[config.mk]
export PLATFORM = sky130hd
export DESIGN_NAME = bram_uart_streamer
export DESIGN_NICKNAME = d
export VERILOG_FILES = /design/src/rtl/streamer_pkg.sv /design/src/rtl/bram_uart_streamer.sv
export SDC_FILE = /design/constraint.sdc
export NUM_CORES = 1
export LEC_CHECK = 0
export ABC_AREA = 1
export CAP_MARGIN = 20
export CORE_MARGIN = 10
export CORE_UTILIZATION = 54
export DETAILED_ROUTE_END_ITERATION = 10
export PLACE_DENSITY = 0.91
export SLEW_MARGIN = 20
export SYNTH_ARGS = -nofsm -noshare
export SYNTH_HDL_FRONTEND = slang
export SYNTH_SLANG_ARGS = --single-unit
[constraint.sdc]
create_clock -name clk_in -period 2.9 [get_ports clk_in]
set_input_delay 0.58 -clock clk_in [delete_from_list [all_inputs] [get_ports clk_in]]
set_output_delay 0.58 -clock clk_in [all_outputs]
set_load 0.1 [all_outputs]
[src/rtl/streamer_pkg.sv]
// streamer_pkg: shared types and constants for the BRAM-to-UART word streamer.
package streamer_pkg;
   localparam int BYTE_WIDTH = 8;
   typedef enum logic [2:0] {
      S_IDLE,
      S_FETCH,
      S_SEND,
      S_HOLD,
      S_DRAIN,
      S_DONE
   } streamer_state_t;
endpackage

[src/rtl/bram_uart_streamer.sv]
// bram_uart_streamer: reads a run of BRAM words and feeds them MSB-byte-first
// into a trigger/busy byte transmitter.
module bram_uart_streamer
   import streamer_pkg::*;
#(
   parameter int ADDR_WIDTH   = 15,
   parameter int WORD_BYTES   = 4,
   parameter int READ_LATENCY = 2
) (
   input  logic                  clk_in,
   input  logic                  rst_in,
   input  logic                  start_in,
   input  logic                  abort_in,
   input  logic [ADDR_WIDTH-1:0] base_addr_in,
   input  logic [ADDR_WIDTH:0]   word_count_in,
   output logic [ADDR_WIDTH-1:0] addr_out,
   input  logic [WORD_BYTES*8-1:0] rd_data_in,
   output logic [7:0]            byte_out,
   output logic                  trigger_out,
   input  logic                  busy_in,
   output logic                  busy_out,
   output logic                  done_out,
   output logic [ADDR_WIDTH:0]   words_sent_out
);
   localparam int WW = WORD_BYTES * BYTE_WIDTH;
   localparam int CW = ADDR_WIDTH + 1;
   localparam int BW = $clog2(WORD_BYTES) + 1;
   localparam int LW = $clog2(READ_LATENCY + 1) + 1;

   streamer_state_t state_q, state_d;
   logic [LW-1:0]         lat_q, lat_d;
   logic [BW-1:0]         bcnt_q, bcnt_d;
   logic [CW-1:0]         idx_q, idx_d, cnt_q, cnt_d, ws_q, ws_d;
   logic [ADDR_WIDTH-1:0] base_q, base_d, addr_q, addr_d;
   logic [WW-1:0]         shift_q, shift_d;
   logic                  trig_q, trig_d, busy_q, busy_d, done_q, done_d;
   logic                  lat_done, last_byte, last_word, word_end;

   assign lat_done  = lat_q == LW'(READ_LATENCY);
   assign last_byte = bcnt_q == BW'(WORD_BYTES);
   assign last_word = idx_q + CW'(1) == cnt_q;
   assign word_end  = state_q == S_DRAIN && !busy_in && last_byte && !abort_in;

   always_ff @(posedge clk_in or negedge rst_in) begin
      if (!rst_in) state_q <= S_IDLE;
      else         state_q <= state_d;
   end

   always_comb begin
      state_d = state_q;
      case (state_q)
         S_IDLE:  if (start_in) state_d = word_count_in == '0 ? S_DONE : S_FETCH;
         S_FETCH: if (lat_done) state_d = S_SEND;
         S_SEND:  if (!busy_in) state_d = S_HOLD;
         S_HOLD:  state_d = S_DRAIN;
         S_DRAIN: if (!busy_in) state_d = !last_byte ? S_SEND : (last_word ? S_DONE : S_FETCH);
         S_DONE:  state_d = S_IDLE;
         default: state_d = S_IDLE;
      endcase
      if (abort_in && state_q != S_IDLE) state_d = S_IDLE;
   end

   always_comb begin
      lat_d   = lat_q;
      bcnt_d  = bcnt_q;
      idx_d   = idx_q;
      cnt_d   = cnt_q;
      ws_d    = ws_q;
      base_d  = base_q;
      addr_d  = addr_q;
      shift_d = shift_q;
      trig_d  = 1'b0;
      case (state_q)
         S_IDLE: if (start_in && word_count_in != '0) begin
            base_d = base_addr_in;
            addr_d = base_addr_in;
            cnt_d  = word_count_in;
            idx_d  = '0;
            ws_d   = '0;
            lat_d  = '0;
         end
         S_FETCH: begin
            lat_d = lat_q + LW'(1);
            if (lat_done) begin
               shift_d = rd_data_in;
               bcnt_d  = '0;
            end
         end
         S_SEND: trig_d = !busy_in;
         S_HOLD: begin
            shift_d = shift_q << BYTE_WIDTH;
            bcnt_d  = bcnt_q + BW'(1);
         end
         default: ;
      endcase
      // word boundary: count the finished word and, if more remain, point at the next one
      if (word_end) begin
         ws_d = ws_q + CW'(1);
         if (!last_word) begin
            idx_d  = idx_q + CW'(1);
            addr_d = base_q + idx_q[ADDR_WIDTH-1:0] + ADDR_WIDTH'(1);
            lat_d  = '0;
         end
      end
      busy_d = state_d != S_IDLE;
      done_d = state_d == S_DONE;
   end

   always_ff @(posedge clk_in or negedge rst_in) begin
      if (!rst_in) begin
         lat_q   <= '0;
         bcnt_q  <= '0;
         idx_q   <= '0;
         cnt_q   <= '0;
         ws_q    <= '0;
         base_q  <= '0;
         addr_q  <= '0;
         shift_q <= '0;
         trig_q  <= 1'b0;
         busy_q  <= 1'b0;
         done_q  <= 1'b0;
      end else begin
         lat_q   <= lat_d;
         bcnt_q  <= bcnt_d;
         idx_q   <= idx_d;
         cnt_q   <= cnt_d;
         ws_q    <= ws_d;
         base_q  <= base_d;
         addr_q  <= addr_d;
         shift_q <= shift_d;
         trig_q  <= trig_d;
         busy_q  <= busy_d;
         done_q  <= done_d;
      end
   end

   assign addr_out       = addr_q;
   assign byte_out       = shift_q[WW-1 -: BYTE_WIDTH];
   assign trigger_out    = trig_q;
   assign busy_out       = busy_q;
   assign done_out       = done_q;
   assign words_sent_out = ws_q;
endmodule
==> results.json <==
{
  "max_freq_mhz": 392,
  "r2r_slack_ps": 350,
  "drt_iter0_drc": 535,
  "maxCapViolations": 0,
  "core_area_sq_um": 12000,
  "cp.required_ps": 3210,
  "ys_types": 43,
  "cp.arrival_ps": 2870,
  "seq_area_sq_um": 3050,
  "totalWireLength_mm": 17.6,
  "critPathKind": "flip-flop to flip-flop",
  "period_share": 0.881,
  "setup_viol": 0,
  "syn_inst": 851,
  "ys_warn_count": 0,
  "syn_area_sq_um": 6630,
  "cpMaxStageDelayCell": "dfrtp_1",
  "wl_per_cell_um": 15.7,
  "cts_buffers": 17,
  "place_inst": 1088,
  "critPathLaunchType": "flip-flop",
  "cpMostUsedCell": "nand2_1",
  "worst-path-max-fanout": 12,
  "via_per_inst": 5.50,
  "cts_setup_buffers": 0,
  "grt_pass1_vias": 6125,
  "insertedDiodeCount": 0,
  "dr.pass1.iters": 5,
  "io_pins": 110,
  "multiInputGateArea_sq_um": 3080,
  "nNetsFinal": 1049,
  "async_flop_share": 1.00,
  "num_rows": 40,
  "min_path_type": "primary input to async pin",
  "fin_crit_ps": 2550,
  "cpLargestDelayFamily": "simple AND/OR/NAND/NOR gates",
  "nFillCells": 930,
  "skew_ps": 6.46,
  "die-area_sq_um": 17100,
  "r2r_start": "idx_q[1]$_DFF_PN0_",
  "hpwl_mm": 12.6,
  "fin_util": 0.696,
  "worst_pin_slew_ps": 515,
  "hold_viol": 0,
  "drv_slew": 0,
  "grt_pass1_wl_mm": 28.9,
  "antenna_left": 0,
  "clk_path_buf_depth": 2,
  "relSlewSlack": 0.654,
  "grt_max_degree": 74,
  "leakage_nw": 4.19,
  "grt_overflow": 0,
  "die_h_um": 131,
  "insertion_delay_ps": 420,
  "area_growth_pct": 26.1,
  "antenna_found_initial": 0,
  "synth_edf_count": 0,
  "outcome": "finished, final reports clean",
  "p_per_area_nw_per_um2": 1030,
  "synth_flop_cell": "dfrtp_1",
  "cp-startpoint": "idx_q[1]$_DFF_PN0_",
  "clock-sinks": 122,
  "place_congestion": 1.02,
  "cts_hold_buf": 0,
  "avgSynthCellArea_sq_um": 7.79,
  "synth_seq_area_share": 0.460,
  "start_util": 0.552,
  "fin_setup_tns_ps": 0,
  "crit_chain": "ha_1 -> nand3_1 -> nor2_2 -> nand3b_1 -> nand2_1 -> nand2_1 -> nand2_1 -> nand4_1 -> a21oi_1 -> nand2_2 -> nand2_4 -> buf_4 -> nand2_1 -> o21ai_1 -> inv_2",
  "ys_ff_latch": 122,
  "cts_root_buf": "clkbuf_16",
  "via_count": 6160,
  "htreeDepth": 4,
  "slowest_delay_ps": 450,
  "fp.dieW_um": 131,
  "power_w": 0.00865,
  "final_layout_size_suffix_gt1_frac": 0.117,
  "syn_nets": 940,
  "final_common_cell": "nand2_1",
  "rsz0062_at_grt": "false",
  "cts_tree": "built",
  "route.detailed.drc": 0,
  "grtUsageTotal": 0.210,
  "irDropWorstVdd_uv": 789,
  "clk_pin_slew_worst_paths_ps": 60,
  "end_kind": "flip-flop",
  "layout_common_cells": "nand2_1, dfrtp_1, nor2_1",
  "postCtsResizedCells": 0,
  "instances_no_fill": 1120,
  "path_buf_inv": 2,
  "portBuffers": 109
}
-- registers in the layout (all words and copies together), names as in the netlist --
register	cells
addr_out	15
base_q	15
bcnt_q	3
busy_out	1
cnt_q	16
done_out	1
idx_q	16
lat_q	3
shift_q	32
state_q	3
trigger_out	1
words_sent_out	16
-- power by group --
group	total, W	internal, W	switching [W]
Clock	0.00210	0.00129	0.000809
Sequential	0.00268	0.00230	0.000375
Combinational	0.00387	0.00114	0.00273
-- metal layers --
metal | part of all wire | GRT usage | vias to the layer above
li1 | - | - | 2998
met1 | 0.42 | 0.263 | 2893
met2 | 0.49 | 0.345 | 240
met3 | 0.067 | 0.0512 | 29
met4 | 0.020 | 0.0798 | 0
met5 | 0 | 0 | -
-- cell usage after synthesis, types with 3 or more instances --
cell	number	area (sq um)
o32ai_1	3	26.3
nand3_1	59	295
nor4_1	3	18.8
nor2_2	5	31.3
ha_1	20	250
clkbuf_1	15	56.3
buf_4	11	82.6
o21ai_1	11	55.1
nand4_1	17	106
inv_2	9	33.8
xor2_1	14	123
o21ai_0	31	155
buf_1	4	15.0
dfrtp_1	122	3050
a32o_1	8	80.1
o22ai_1	26	163
a21oi_1	21	105
xnor2_1	8	70.1
a21boi_0	3	22.5
nand2_1	264	991
inv_1	74	278
nor3_1	7	35.0
nor2_1	88	330
-- layout make-up --
class / instances / area share
tap: 147 / 0.0220
clock inverter: 13 / 0.0174
multi-input combinational: 612 / 0.369
clock buffer: 19 / 0.0530
inverter: 84 / 0.0377
timing repair buffer: 123 / 0.136
sequential: 122 / 0.365
-- logic make-up (layout without fill, tap and decap cells) --
kind of cell             Yosys count  count (layout)  share of synthesized area
adder cells (fa/ha/maj)           21              21                     0.0408
XOR/XNOR                          23              23                     0.0325
AND/OR/NAND/NOR                  455             455                      0.287
AO/OA/AOI/OAI                    111             111                      0.101
buffers and inverters            117             239                     0.0749
multiplexers                       2               2                    0.00302
flip-flops                       122             122                      0.460
-- through the flow --
stage | cell area, sq um | setup WS, ps | hold WS, ps
final | 8360 | 346 | 16.4
after CTS | 8360 | 327 | 3.00
after detailed placement | 7770 | 145 | 455
after global routing | 8360 | 6.66 | 21.8
after floorplan | 6630 | 338 | 284
after global placement | 7770 | 198 | 454
-- path summary, 6_finish.rpt --
check	to	cells past startpoint
min in group clk_in	base_q[10]$_DFFE_PN0P_	2
hold / removal	shift_q[30]$_DFFE_PN0P_	1
max in group asynchronous	cnt_q[5]$_DFFE_PN0P_	2
setup / recovery	addr_out[10]$_DFF_PN0_	15
setup reg to reg	addr_out[10]$_DFF_PN0_	15
hold reg to reg	base_q[10]$_DFFE_PN0P_	2
(Power assumes the default switching activity.)
